**config.mk**
```make
export PLATFORM = sky130hd
export DESIGN_NAME = fetch_stage_flat
export DESIGN_NICKNAME = d
export VERILOG_FILES = /design/src/rtl/fetch_stage_if.sv /design/src/rtl/fetch_stage.sv /design/src/flat_wrapper.sv
export SDC_FILE = /design/constraint.sdc
export NUM_CORES = 1
export LEC_CHECK = 0
export ABC_CLOCK_PERIOD_IN_PS = 4700
export BUFFER_PORTS_ARGS = -buffer_cell sky130_fd_sc_hd__clkbuf_2
export CAP_MARGIN = 20
export CORE_MARGIN = 5
export CORE_UTILIZATION = 62
export CTS_BUF_LIST = sky130_fd_sc_hd__clkbuf_2
export DETAILED_ROUTE_END_ITERATION = 12
export HOLD_SLACK_MARGIN = 0.08
export PLACE_DENSITY = 0.89
export SETUP_SLACK_MARGIN = 0.1
export SLEW_MARGIN = 20
export SYNTH_ARGS = -nofsm -noshare
export SYNTH_HDL_FRONTEND = slang
export SYNTH_SLANG_ARGS = --single-unit
export TNS_END_PERCENT = 100
```
**constraint.sdc**
```tcl
create_clock -name clk -period 4.7 [get_ports clk]
set_clock_uncertainty 0.1 [all_clocks]
set_input_delay 0 -clock clk [delete_from_list [all_inputs] [get_ports clk]]
set_output_delay 0 -clock clk [all_outputs]
set_load 0.01 [all_outputs]
```
**src/rtl/fetch_stage_if.sv**
```systemverilog
// Fetch-stage bundle: control inputs from the pipeline, the instruction memory
// read port, and the byte stream presented to the instruction register.
interface fetch_stage_if #(
   parameter int ADDR_W = 8
);
   logic              stall;
   logic              redirect;
   logic [ADDR_W-1:0] redirect_pc;
   logic              imem_req;
   logic [ADDR_W-1:0] imem_addr;
   logic              imem_ack;
   logic [7:0]        imem_rdata;
   logic [7:0]        ir_new;
   logic              sf1_out;
   logic              ir_ld;
   logic [ADDR_W-1:0] ir_pc;

   modport master (
      input  stall, redirect, redirect_pc, imem_ack, imem_rdata,
      output imem_req, imem_addr, ir_new, sf1_out, ir_ld, ir_pc
   );

   modport slave (
      output stall, redirect, redirect_pc, imem_ack, imem_rdata,
      input  imem_req, imem_addr, ir_new, sf1_out, ir_ld, ir_pc
   );
endinterface

```
**src/rtl/fetch_stage.sv**
```systemverilog
// Instruction fetch stage: single-outstanding byte reads into a small prefetch
// FIFO feeding the IR, with two-byte-instruction operand tagging and redirect.
module fetch_stage #(
   parameter int                ADDR_W      = 8,
   parameter int                DEPTH       = 4,
   parameter logic [ADDR_W-1:0] RESET_PC    = '0,
   parameter logic [3:0]        TWO_BYTE_OP = 4'hC
) (
   input logic           clk,
   input logic           rst,
   fetch_stage_if.master bus
);
   localparam int PTR_W = $clog2(DEPTH);
   localparam int CNT_W = PTR_W + 1;

   typedef enum logic [1:0] {REQ_IDLE, REQ_WAIT, REQ_DROP} req_state_t;

   req_state_t        state, state_next;
   logic [ADDR_W-1:0] fetch_pc;
   logic [ADDR_W-1:0] req_addr;
   logic [ADDR_W-1:0] fifo_addr [DEPTH];
   logic [7:0]        fifo_data [DEPTH];
   logic [PTR_W-1:0]  rd_ptr, wr_ptr;
   logic [CNT_W-1:0]  count;
   logic              sf_state;
   logic              nonempty, has_room, issue, push, pop;

   assign nonempty = (count != '0);
   assign has_room = (count < CNT_W'(DEPTH));
   assign pop      = nonempty && !bus.stall && !bus.redirect;
   assign push     = (state == REQ_WAIT) && bus.imem_ack && !bus.redirect;
   assign issue    = (state == REQ_IDLE) && has_room && !bus.redirect;

   // REQ_DROP keeps the stale request alive until memory answers, then discards it.
   always_comb begin
      state_next = state;
      case (state)
         REQ_IDLE: if (issue) state_next = REQ_WAIT;
         REQ_WAIT: begin
            if (bus.imem_ack)      state_next = REQ_IDLE;
            else if (bus.redirect) state_next = REQ_DROP;
         end
         REQ_DROP: if (bus.imem_ack) state_next = REQ_IDLE;
         default:  state_next = REQ_IDLE;
      endcase
   end

   always_ff @(posedge clk or negedge rst) begin
      if (!rst) begin
         state    <= REQ_IDLE;
         req_addr <= RESET_PC;
      end else begin
         state <= state_next;
         if (issue) req_addr <= fetch_pc;
      end
   end

   always_ff @(posedge clk or negedge rst) begin
      if (!rst) begin
         fetch_pc <= RESET_PC;
         rd_ptr   <= '0;
         wr_ptr   <= '0;
         count    <= '0;
         sf_state <= 1'b0;
      end else if (bus.redirect) begin
         fetch_pc <= bus.redirect_pc;
         rd_ptr   <= '0;
         wr_ptr   <= '0;
         count    <= '0;
         sf_state <= 1'b0;
      end else begin
         if (push) begin
            wr_ptr   <= wr_ptr + PTR_W'(1);
            fetch_pc <= fetch_pc + ADDR_W'(1);
         end
         // An operand byte always returns to opcode decoding, whatever its value.
         if (pop) begin
            rd_ptr   <= rd_ptr + PTR_W'(1);
            sf_state <= !sf_state && (fifo_data[rd_ptr][7:4] == TWO_BYTE_OP);
         end
         case ({push, pop})
            2'b10:   count <= count + CNT_W'(1);
            2'b01:   count <= count - CNT_W'(1);
            default: count <= count;
         endcase
      end
   end

   always_ff @(posedge clk) begin
      if (push) begin
         fifo_addr[wr_ptr] <= fetch_pc;
         fifo_data[wr_ptr] <= bus.imem_rdata;
      end
   end

   assign bus.imem_req  = (state != REQ_IDLE);
   assign bus.imem_addr = req_addr;
   assign bus.ir_ld     = pop;
   assign bus.ir_new    = nonempty ? fifo_data[rd_ptr] : 8'h00;
   assign bus.ir_pc     = nonempty ? fifo_addr[rd_ptr] : '0;
   assign bus.sf1_out   = sf_state;
endmodule

```
**src/flat_wrapper.sv**
```systemverilog
// flat-port wrapper written by rule: the top's interface ports become plain ports
module fetch_stage_flat 
#(
   parameter int                ADDR_W      = 8,
   parameter int                DEPTH       = 4,
   parameter logic [ADDR_W-1:0] RESET_PC    = '0,
   parameter logic [3:0]        TWO_BYTE_OP = 4'hC
)
  (clk, rst, bus_stall, bus_redirect, bus_redirect_pc, bus_imem_ack, bus_imem_rdata, bus_imem_req, bus_imem_addr, bus_ir_new, bus_sf1_out, bus_ir_ld, bus_ir_pc);
  fetch_stage_if #(.ADDR_W(ADDR_W)) bus_i ();
  input logic clk;
  input logic rst;
  input wire logic [$bits(bus_i.stall)-1:0] bus_stall;
  input wire logic [$bits(bus_i.redirect)-1:0] bus_redirect;
  input wire logic [$bits(bus_i.redirect_pc)-1:0] bus_redirect_pc;
  input wire logic [$bits(bus_i.imem_ack)-1:0] bus_imem_ack;
  input wire logic [$bits(bus_i.imem_rdata)-1:0] bus_imem_rdata;
  output wire logic [$bits(bus_i.imem_req)-1:0] bus_imem_req;
  output wire logic [$bits(bus_i.imem_addr)-1:0] bus_imem_addr;
  output wire logic [$bits(bus_i.ir_new)-1:0] bus_ir_new;
  output wire logic [$bits(bus_i.sf1_out)-1:0] bus_sf1_out;
  output wire logic [$bits(bus_i.ir_ld)-1:0] bus_ir_ld;
  output wire logic [$bits(bus_i.ir_pc)-1:0] bus_ir_pc;
  assign bus_i.stall = bus_stall;
  assign bus_i.redirect = bus_redirect;
  assign bus_i.redirect_pc = bus_redirect_pc;
  assign bus_i.imem_ack = bus_imem_ack;
  assign bus_i.imem_rdata = bus_imem_rdata;
  assign bus_imem_req = bus_i.imem_req;
  assign bus_imem_addr = bus_i.imem_addr;
  assign bus_ir_new = bus_i.ir_new;
  assign bus_sf1_out = bus_i.sf1_out;
  assign bus_ir_ld = bus_i.ir_ld;
  assign bus_ir_pc = bus_i.ir_pc;
  fetch_stage #(.ADDR_W(ADDR_W), .DEPTH(DEPTH), .RESET_PC(RESET_PC), .TWO_BYTE_OP(TWO_BYTE_OP)) u_core (.clk(clk), .rst(rst), .bus(bus_i));
endmodule
```
# Word-level counts from Yosys, hierarchy flattened
# Memory sizes are Yosys's and may differ from the RTL's.
# Cells that the tools add are included.
# W data, S select, Z words.
dict set report classes {
  n_addsub 5
  order_cmp 1
  eq_ne 8
  mux 19
  n_reduce_logical 17
}
# operator n
set op_table {}
lappend op_table {{$mux W8} 4}
lappend op_table {{$mux W2} 8}
lappend op_table {{$add A8 B1 Y8 const B} 1}
lappend op_table {{$logic_and A1 B1 Y1} 7}
lappend op_table {{$pmux W2 S3} 1}
lappend op_table {{$pmux W3 S2} 1}
lappend op_table {{$reduce_bool A2 Y1} 3}
lappend op_table {{$reduce_bool A3 Y1} 2}
lappend op_table {{$add A2 B1 Y2 const B} 2}
lappend op_table {{$eq A2 B1 Y1 const B} 2}
lappend op_table {{$eq A2 B2 Y1 const B} 2}
lappend op_table {{$eq A4 B4 Y1 const B} 1}
lappend op_table {{$mux W1} 4}
lappend op_table {{$add A3 B1 Y3 const B} 1}
lappend op_table {{$logic_not A1 Y1} 3}
lappend op_table {{$lt A3 B3 Y1 const B} 1}
lappend op_table {{$mux W3} 1}
lappend op_table {{$ne A3 B3 Y1 const B} 1}
lappend op_table {{$reduce_and A3 Y1} 1}
lappend op_table {{$sub A3 B1 Y3 const B} 1}
lappend op_table {{$logic_not A2 Y1} 1}
lappend op_table {{$ne A2 B1 Y1 const B} 1}
lappend op_table {{$ne A2 B2 Y1 const B} 1}
dict set report totals {
  register_bits 26
  mem_bits_rw 64
  input_bits 21
  memories 2
}
# name depth word_bits read_ports rd_clocked_by_memory_dff wr line
set mem_list {}
lappend mem_list {u_core.fifo_addr 4 8 1 0 1 fetch_stage.sv:21} ;# logic [ADDR_W-1:0] fifo_addr [DEPTH];
lappend mem_list {u_core.fifo_data 4 8 1 0 1 fetch_stage.sv:22} ;# logic [7:0] fifo_data [DEPTH];

# Depth between registers and ports, before layout
# Gate-level depths: netlist of run 1.
dict set report logic_depth {
  word_depth 6
  mapped_depth 7
  mapped_depth_nobuf 6
}

# Worst setup path after synthesis of run 1
# No wires, ideal clock.
dict set report synth_path {
  path_kind {flip-flop to flip-flop}
  from {register u_core.count[0]}
  to {register u_core.count[2]}
  arrival_time_ps 2079
  t_required_ps 4467
  slack_ps 2388
  path_stages_with_launch 8
  path_buffers 1
  period_less_slack_ps 2312
  path_cell_list {dfrtp_1 > nor3_4 > clkbuf_1 > nor4_1 > fa_1 > nor4_1 > o21ai_0 > nor3b_2}
}
dict set report synth_between {
  elab_chain_cells 6
  word_cells_on_any_way 10
  classes_between {add/sub (2); eq/ne (2); mux (2); reduce/logical (4)}
}
# item line
set synth_rtl {}
lappend synth_rtl {{start, declared} fetch_stage.sv:24} ;# logic [CNT_W-1:0] count;
lappend synth_rtl {{start signal, assigned} fetch_stage.sv:82} ;# 2'b10: count <= count + CNT_W'(1);
lappend synth_rtl {{start signal, assigned} fetch_stage.sv:83} ;# 2'b01: count <= count - CNT_W'(1);
lappend synth_rtl {{start signal, assigned} fetch_stage.sv:84} ;# default: count <= count;
lappend synth_rtl {{$reduce_bool A3 Y1} fetch_stage.sv:28} ;# assign nonempty = (count != '0);
lappend synth_rtl {{$logic_and A1 B1 Y1 (2 in series)} fetch_stage.sv:30} ;# assign pop = nonempty && !bus.stall && !bus.redirect;
lappend synth_rtl {{$eq A2 B1 Y1 or $eq A2 B2 Y1 (tied branches)} fetch_stage.sv:81} ;# case ({push, pop})
lappend synth_rtl {{$pmux W3 S2} fetch_stage.sv:81}
lappend synth_rtl {{$mux W3} fetch_stage.sv:65} ;# end else if (bus.redirect) begin
# Several ways; a longest one is shown, not always the timed one.
# A chain may end at the register's enable or synchronous reset.

# Worst setup path in the final report of run 1
# Same ends and word-level chain as after synthesis.

==> metrics.yaml, run 1 <==
rsz0062_at_grt: "no"
num-fill-cells: 358
routed_wl_um: 7500
ys_seq_area_share_pct: 67.7
dr.pass1.iters: 5
status: "finished clean"
grt_pass1_vias: 2378
grt_max_degree: 32
crit_required_ns: 5.00
min_path_type: "primary input to register"
stdcell_area_um2: 4620
tightest_slew_ns: 0.995
grt_pass1_wl_um: 12500
dp_slack_ns: 1.90
die_h_um: 88.3
synth.avg_cell_area_um2: 16.6
dpl_cell_area_um2: 4070
slew_viol_final: 0
port_buffers: 47
antenna_found_initial: 0
drv_cap: 0
start_kind: "register"
antenna_cells: 0
finalSetupTns_ns: 0
core_um2: 5960
clockBufferDepth: 2
vias_per_cell: 5.71
crit_fanout: 25
die_w_um: 88.3
syn-num-nets: 256
cts_tree: "yes"
root_buffer: "clkbuf_2"
setup_viol: 0
synth_ff_type: "edfxtp_1"
drive_gt1_share_pct: 30.4
cts_buffers: 9
syn_area_um2: 3800
drc: 0
max_freq_mhz: 359
clkTransAtPathRegs_ns: 0.22
clock_latency_ns: 0.51
syn_inst: 229
multi_input_area_um2: 1160
final_antenna_net_count: 0
period_needed_ns: 2.79
powerDensity_nw_per_um2: 429
seqCellArea_um2: 2570
path_class: "register to register"
yosys_warnings: 0
cp-end-kind: "register"
synth-edff-count: 64
post_cts_buffers: 0
mostFrequentLayoutCell: "edfxtp_1"
slew_headroom_pct: 33.4
wl_per_cell_um: 19.0
finalCritPeriodShare_pct: 59.3
nets: 341
p_leak_uw: 0.00171
io_pins: 48
cts_hold_buf: 38
h-tree-depth: 3
power.total_uw: 1980
arrival_ns: 3.08
async_flop_share_pct: 28.9
synth_cell_types: 40
dpl.hpwl_um: 4660
ys_ff_latch: 90
cts_resized: 0
fin_util_pct: 77.5
grt-ovfl-total: 0
fp-row-count: 28
drtIter0Drc: 135
initial_core_util_pct: 63.8
die-area_um2: 7790
via_count: 2250
gp_congestion: 0.736
ir_drop_mv: 0.287
grt_usage_pct: 22.2
cts.sinks: 90
area_delta_synth_final_pct: 21.5
hold_viol: 0
final_cell_mix: "64 x edfxtp_1, 58 x clkbuf_2, 37 x dlygate4sd3_1, 25 x dfrtp_1, 18 x nor2b_1"
worst_slack_ns: 1.91
==> final timing paths <==
path                                                 to  slack, ns                     from  depth (start not counted)
max in group asynchronous            u_core.fetch_pc[4]       3.95                      rst                          4
worst min register to register  u_core.bus.imem_addr[4]       0.44  u_core.bus.imem_addr[4]                          1
min in group asynchronous            u_core.fetch_pc[6]       0.38                      rst                          4
worst max register to register          u_core.count[2]       1.91          u_core.count[0]                          6
worst min-delay path             u_core.fifo_data[1][4]       0.14        bus_imem_rdata[4]                          2
worst max-delay path                    u_core.count[2]       1.91          u_core.count[0]                          6
==> metal layers <==
layer | track usage, % | wire length [µm]
met1 | 28.8 | 3070
met2 | 38.0 | 4010
met3 | 4.10 | 312
met4 | 7.83 | 111
met5 | 0 | 0
==> kinds of logic (layout without fill, tap and decap cells) <==
| kind of cell | Yosys count | after routing | share of synthesized area, % |
|---|---|---|---|
| XOR/XNOR | 10 | 10 | 2.31 |
| multiplexers | 25 | 25 | 12.1 |
| adder cells (fa/ha/maj) | 6 | 6 | 2.17 |
| AO/OA/AOI/OAI | 18 | 18 | 2.86 |
| buffers and inverters | 13 | 103 | 1.84 |
| AND/OR/NAND/NOR | 67 | 67 | 11.0 |
| flip-flops | 90 | 90 | 67.7 |
==> synthesized netlist by cell type (3+ instances only) <==
| library cell | n | area, µm² |
|---|---|---|
| nand4_1 | 3 | 18.8 |
| dfrtp_1 | 26 | 651 |
| nor2b_1 | 18 | 113 |
| clkbuf_1 | 6 | 22.5 |
| mux2_2 | 8 | 90.1 |
| nor2_1 | 9 | 33.8 |
| o21ai_1 | 4 | 20.0 |
| a21oi_1 | 3 | 15.0 |
| mux4_2 | 16 | 360 |
| edfxtp_1 | 64 | 1920 |
| nor3_1 | 5 | 25.0 |
| ha_1 | 5 | 62.6 |
| o21ai_0 | 8 | 40.0 |
| nand2_1 | 12 | 45.0 |
| and2_1 | 4 | 25.0 |
| xnor2_1 | 8 | 70.1 |
==> critical path, cell delays in order, from the launching register on <==
cell and delay [ns]:
dfrtp_1 0.49, nor3_4 0.84, nor4_1 0.15, fa_1 0.45, nor4_1 0.34, o21ai_0 0.14
nor3b_2 0.17
==> area by class of cell <==
| cell class | instances | share of cell area [%] |
|---|---|---|
| repair buffers | 85 | 13.6 |
| well taps | 75 | 2.03 |
| clock buffers | 11 | 1.19 |
| inverters | 2 | 0.163 |
| multi-input cells | 126 | 25.1 |
| clock inverters | 5 | 2.22 |
| flip-flops and latches | 90 | 55.8 |
==> state kept, by name, summed over array words and instances, names as in the netlist <==
register and count:
u_core.bus.sf1_out 1, u_core.wr_ptr 2, u_core.fifo_addr 32, u_core.rd_ptr 2, u_core.fifo_data 32, u_core.fetch_pc 8
u_core.bus.imem_addr 8, u_core.state 2, u_core.count 3
==> power breakdown <==
| part | switching [µW] | internal (µW) |
|---|---|---|
| Sequential | 96.3 | 921 |
| Combinational | 234 | 257 |
| Clock | 240 | 233 |
| Total | 570 | 1410 |
==> through the flow <==
step,hold WS (ns),instances
after global routing,0.0849,394
final,0.138,394
after detailed placement,-0.0378,340
after global placement,-0.0450,340
after CTS,0.104,394
after floorplan,-0.396,229
(Power assumes the default switching activity.)
==> inputs of run 2 (changes only) <==
--- a/config.mk
+++ b/config.mk
@@ -5,15 +5,15 @@
 export SDC_FILE = /design/constraint.sdc
 export NUM_CORES = 1
 export LEC_CHECK = 0
-export ABC_CLOCK_PERIOD_IN_PS = 4700
+export ABC_CLOCK_PERIOD_IN_PS = 2350
 export BUFFER_PORTS_ARGS = -buffer_cell sky130_fd_sc_hd__clkbuf_2
 export CAP_MARGIN = 20
 export CORE_MARGIN = 5
-export CORE_UTILIZATION = 62
+export CORE_UTILIZATION = 54
 export CTS_BUF_LIST = sky130_fd_sc_hd__clkbuf_2
 export DETAILED_ROUTE_END_ITERATION = 12
 export HOLD_SLACK_MARGIN = 0.08
-export PLACE_DENSITY = 0.89
+export PLACE_DENSITY = 0.82
 export SETUP_SLACK_MARGIN = 0.1
 export SLEW_MARGIN = 20
 export SYNTH_ARGS = -nofsm -noshare
==> constraint.sdc (replaced) <==
create_clock -name clk -period 2.35 [get_ports clk]
set_clock_uncertainty 0.1 [all_clocks]
set_input_delay 0 -clock clk [delete_from_list [all_inputs] [get_ports clk]]
set_output_delay 0 -clock clk [all_outputs]
set_load 0.01 [all_outputs]
==> run 2 against run 1 <==
  * Core utilization decreased by 8.6 points
  * Final cell count grew 8.6%
  * Hold slack gained 0.0076 ns
  * Sequential share of layout area decreased by 1.1 points
  * Sequential cell count stayed put
  * Clock power increased by 56%
  * Critical path type unchanged
  * Critical path depth did not move
  * Setup slack worse by 1.7 ns
  * Largest cell class unchanged
  * Critical endpoint is now u_core.fetch_pc[3]
  * First-iteration DRC count down 53%
  * Wire length is 5.5% lower
  * Largest power group unchanged
  * Via count shrank 0.44%
  * Total power increased by 92%
  * Highest routed layer unchanged
==> metrics.yaml, run 2 (synthesized netlist as in run 1, its figures left out) <==
grt_max_degree: 27  # -16%
drv_cap: 0  # unchanged
layout.cells.non_filler: 428  # +8.6%
start_kind: "register"
post_cts_buffers: 0  # unchanged
clock_latency_ns: 0.49  # -0.02 ns
cp_top_family: "buffers and inverters"
reg2regPathDepth: 6  # unchanged
num-fill-cells: 475  # +33%
fin_util_pct: 68.9  # -8.6 points
crit_required_ns: 2.70  # -2.30 ns
final_antenna_net_count: 0  # unchanged
multi_input_area_um2: 1160  # +0.54%
cts_buffers: 9  # unchanged
nets: 354  # +3.8%
grt_pass1_vias: 2374  # -0.17%
crit_path_cell_trace: "and3b_4, buf_4, nand4_1, xor2_1, o21ai_1, dlygate4sd3_1"
final_cell_mix: "64 x edfxtp_1, 56 x clkbuf_2, 39 x dlygate4sd3_1, 24 x dfrtp_1, 18 x nor2b_1"
mostFrequentLayoutCell: "edfxtp_1"
holdPathStages: 2  # unchanged
status: "finished clean"
p_leak_uw: 0.00174  # +2.1%
port_buffers: 47  # unchanged
dr.pass1.iters: 4  # -1
die_w_um: 93.9  # +6.3%
die_h_um: 93.9  # +6.3%
period_needed_ns: 2.13  # -0.659 ns
slew_headroom_pct: 62.6  # +29 points
slew_viol_final: 0  # unchanged
drtIter0Drc: 64  # -53%
cts.sinks: 90  # unchanged
seqCellArea_um2: 2570  # about the same
area_delta_synth_final_pct: 23.9
clkTransAtPathRegs_ns: 0.23  # about the same
root_buffer: "clkbuf_2"
dpl_cell_area_um2: 4180  # +2.7%
die-area_um2: 8810  # +13%
hold_viol: 0  # unchanged
stdcell_area_um2: 4710  # +2.0%
setup_viol: 0  # unchanged
dpl.hpwl_um: 4570  # -2.0%
core_um2: 6830  # +15%
via_count: 2240  # -0.44%
clockBufferDepth: 2  # unchanged
io_pins: 48  # unchanged
gp_congestion: 0.728  # -1.2%
tightest_slew_ns: 0.557  # -0.438 ns
vias_per_cell: 5.23  # -8.4%
rsz0062_at_grt: "no"
cp-end-kind: "register"
max_stage_delay_ns: 0.57  # -0.27 ns
antenna_found_initial: 0  # unchanged
ir_drop_mv: 0.503  # +75%
drive_gt1_share_pct: 32.5  # +2.1 points
antenna_cells: 0  # unchanged
min_path_type: "primary input to register"
whs_ns: 0.146  # +0.00758 ns
grt_pass1_wl_um: 11800  # -5.5%
finalCritPeriodShare_pct: 90.5  # +31 points
grt-ovfl-total: 0  # unchanged
h-tree-depth: 3  # unchanged
reg.largest.list: "u_core.fifo_addr: 32 flops, u_core.fifo_data: 32 flops"
initial_core_util_pct: 55.6  # -8.2 points
drc: 0  # unchanged
grt_usage_pct: 17.7  # -4.5 points
powerDensity_nw_per_um2: 806  # +88%
crit_fanout: 12  # -52%
worst-path-buf-inv: 2  # +2
finalSetupTns_ns: 0  # unchanged
path_class: "register to register"
fp-row-count: 30  # +7.1%
worst-path-stages: 6  # unchanged
dp_cells: 372  # +9.4%
wl_per_cell_um: 16.5  # -13%
cts_tree: "yes"
routed_wl_um: 7080  # -5.5%
max_freq_mhz: 470  # +31%
arrival_ns: 2.48  # -0.60 ns
slowest_stage: "dlygate4sd3_1"
[run 2: report_power, final]
group	internal [µW]	switching, µW	leakage [µW]
Sequential	1840	126	0.000905
Clock	242	497	0.0000632
Combinational	553	534	0.000773
[run 2: layer usage]
metal	GRT usage (%)	wire length (µm)	vias to the layer above
li1	-	-	1062
met1	22.1	3100	1124
met2	30.1	3630	48
met3	3.45	286	6
met4	7.22	64	0
met5	0	0	-
[run 2: path summary, 6_finish.rpt]
kind | startpoint | end | slack (ns)
setup / recovery | u_core.state[1] | u_core.fetch_pc[3] | 0.22
hold reg to reg | u_core.bus.imem_addr[5] | u_core.bus.imem_addr[5] | 0.44
max in group asynchronous | rst | u_core.rd_ptr[1] | 1.58
hold / removal | bus_imem_rdata[1] | u_core.fifo_data[2][1] | 0.15
min in group asynchronous | rst | u_core.fetch_pc[5] | 0.41
setup reg to reg | u_core.state[1] | u_core.fetch_pc[3] | 0.22
[run 2: cell type report]
cell class	count	area share, %
sequential	90	54.7
multi-input combinational	126	24.7
timing repair buffer	98	15.5
tap	96	2.55
clock inverter	7	1.49
clock buffer	9	0.956
inverter	2	0.159
[run 2: worst reg2reg max path, cell delays in order, from the launching register on]
cell           delay (ns)
dfrtp_2              0.50
and3b_4              0.30
buf_4                0.20
nand4_1              0.14
xor2_1               0.17
o21ai_1              0.11
dlygate4sd3_1        0.57
[run 2: per-stage QoR]
stage / setup slack (ns) / power [µW]
after global placement: 0.344 / 2990
after detailed placement: 0.306 / 3030
after CTS: 0.173 / 3810
after floorplan: 0.118 / 2670
final: 0.222 / 3790
after global routing: 0.104 / 4020
[run 2: what timing repair did]
action | CTS | global route
hold buffers | 40 | 0
endpoints found under the setup margin | 0 | 7
gates resized for setup | 0 | 3
endpoints found under the hold margin | 76 | 0
==> inputs of run 3 (changes only) <==
--- a/config.mk
+++ b/config.mk
@@ -13,7 +13,7 @@
 export CTS_BUF_LIST = sky130_fd_sc_hd__clkbuf_2
 export DETAILED_ROUTE_END_ITERATION = 12
 export HOLD_SLACK_MARGIN = 0.08
-export PLACE_DENSITY = 0.82
+export PLACE_DENSITY = 0.86
 export SETUP_SLACK_MARGIN = 0.1
 export SLEW_MARGIN = 20
 export SYNTH_ARGS = -nofsm -noshare
==> run 3 against run 2 <==
  * Core utilization is 1.0 points higher
  * Global-route usage rose by 1.1 points
  * Register-to-register slack worse by 0.03 ns
  * Sequential cell count unchanged
  * Wire length rose by 3.9%
  * Non-clock buffer count up 6
  * First-iteration DRC count is 36% higher
  * Critical endpoint is now u_core.count[2]
  * Largest power group unchanged
==> metrics.yaml, run 3 (synthesized netlist as in run 1, its figures left out) <==
finalSetupTns_ns: 0  # unchanged
status: "finished clean"
finalCritPeriodShare_pct: 91.9  # +1.4 points
grt_pass1_vias: 2423  # +2.1%
fp-row-count: 30  # unchanged
die_w_um: 93.9  # unchanged
gp_congestion: 0.743  # +2.1%
clkTransAtPathRegs_ns: 0.24  # about the same
grt_max_degree: 27  # unchanged
final_cell_mix: "64 x edfxtp_1, 57 x clkbuf_2, 40 x dlygate4sd3_1, 24 x dfrtp_1, 18 x nor2b_1"
cts_tree: "yes"
cts_buffers: 9  # unchanged
nets: 360  # +1.7%
dpl.hpwl_um: 4840  # +5.9%
wl_per_cell_um: 17.0  # +2.5%
powerDensity_nw_per_um2: 821  # +1.9%
h-tree-depth: 3  # unchanged
vias_per_cell: 5.31  # +1.4%
area_delta_synth_final_pct: 25.7
p_leak_uw: 0.00179  # +3.0%
mostFrequentLayoutCell: "edfxtp_1"
cp-end-kind: "register"
port_buffers: 47  # unchanged
root_buffer: "clkbuf_2"
drive_gt1_share_pct: 33.7  # +1.2 points
min_path_type: "primary input to register"
ir_drop_mv: 0.588  # +17%
tightest_slew_ns: 0.558  # +0.00110 ns
antenna_found_initial: 0  # unchanged
grt-ovfl-total: 0  # unchanged
grt_pass1_wl_um: 12300  # +4.4%
met3_usage_pct: 3.21  # -0.24 points
gr-usage-met1_pct: 24.6  # +2.5 points
path_class: "register to register"
globalRouteMet2Util_pct: 30.6  # +0.47 points
die-area_um2: 8810  # unchanged
max_freq_mhz: 463  # -1.5%
clock_latency_ns: 0.52  # +0.03 ns
final_antenna_net_count: 0  # unchanged
die_h_um: 93.9  # unchanged
core_um2: 6830  # unchanged
io_pins: 48  # unchanged
hold_viol: 0  # unchanged
crit_required_ns: 2.69  # about the same
clockBufferDepth: 2  # unchanged
routed_wl_um: 7360  # +3.9%
rsz0062_at_grt: "yes"
arrival_ns: 2.50  # +0.02 ns
period_needed_ns: 2.16  # +0.0320 ns
grt_usage_pct: 18.7  # +1.1 points
slew_viol_final: 0  # unchanged
start_kind: "register"
reg.largest.list: "u_core.fifo_addr: 32 flops, u_core.fifo_data: 32 flops"
busiest_layer: "met2"
dpl_cell_area_um2: 4200  # +0.54%
drtIter0Drc: 87  # +36%
via_count: 2303  # +2.8%
slew_headroom_pct: 62.5  # -0.074 points
dr.pass1.iters: 4  # unchanged
antenna_cells: 0  # unchanged
drc: 0  # unchanged
drv_cap: 0  # unchanged
cts.sinks: 90  # unchanged
stdcell_area_um2: 4780  # +1.5%
initial_core_util_pct: 55.6  # unchanged
setup_viol: 0  # unchanged
crit_fanout: 7  # -5
-- run 3: changes by cell type in the layout (fill, tap and decap cells not counted), sizes merged --
cell / delta
buf: +5
clkinvlp: -2
bufinv: +1
clkbuf: +1
dlygate4sd3: +1
-- run 3: final cells by class --
class / instances / area (µm²)
clock buffers: 10 / 50.0
inverters: 2 / 7.51
fillers: 474 / 2050
multi-input cells: 126 / 1160
repair buffers: 104 / 779
well taps: 96 / 120
clock inverters: 6 / 82.6
flip-flops and latches: 90 / 2570
-- run 3: timing repair --
item | in CTS | in global routing
resized for setup | 1 | 3
endpoints found under the hold margin | 84 | 0
setup buffers | 1 | 1
endpoints found under the setup margin | 13 | 9
hold buffers | 41 | 0
-- run 3: metrics by stage --
| stage | setup slack, ns | hold slack [ns] | total power [µW] | util [%] | std cells |
|---|---|---|---|---|---|
| 2_1_floorplan | 0.118 | -0.396 | 2670 | - | 229 |
| 3_3_place_gp | 0.277 | -0.0312 | 3000 | 61.4 | 375 |
| 3_5_place_dp | 0.180 | -0.0187 | 3030 | 61.4 | 375 |
| 4_1_cts | 0.153 | 0.0925 | 3940 | 69.7 | 433 |
| 5_1_grt | 0.0823 | 0.0832 | 4160 | 69.9 | 434 |
| 6_report | 0.190 | 0.128 | 3920 | 69.9 | 434 |
-- run 3: routing by layer --
layer  vias to the layer above  routed length [µm]  part of all wire (%)
met3                        14                 307                   4.2
met5                         -                   0                     0
met4                         0                 148                   2.0
met1                      1157                3130                    43
li1                       1063                   -                     -
met2                        69                3770                    51
-- run 3: path summary, 6_finish.rpt --
path,slack [ns],cells past startpoint,startpoint,end
max,0.19,6,u_core.state[1],u_core.count[2]
min,0.13,2,bus_imem_rdata[4],u_core.fifo_data[3][4]
max reg2reg,0.19,6,u_core.state[1],u_core.count[2]
min reg2reg,0.44,1,u_core.bus.imem_addr[0],u_core.bus.imem_addr[0]
max in group asynchronous,1.56,4,rst,u_core.state[0]
min in group asynchronous,0.39,4,rst,u_core.rd_ptr[0]
-- run 3: power by group --
group          internal, µW  switching, µW  leakage, µW  total, µW
registers              1840            134     0.000906       1980
clock network           352            495    0.0000833        847
logic                   572            528     0.000804       1100
total                  2770           1160      0.00179       3920
-- run 3: worst max-delay path, stage by stage, from the launching register on --
cell and delay [ns]:
dfrtp_1 0.50, and3b_4 0.38, nor4_1 0.07, fa_1 0.41, nor4_2 0.31, o21ai_0 0.14, nor3b_2 0.17
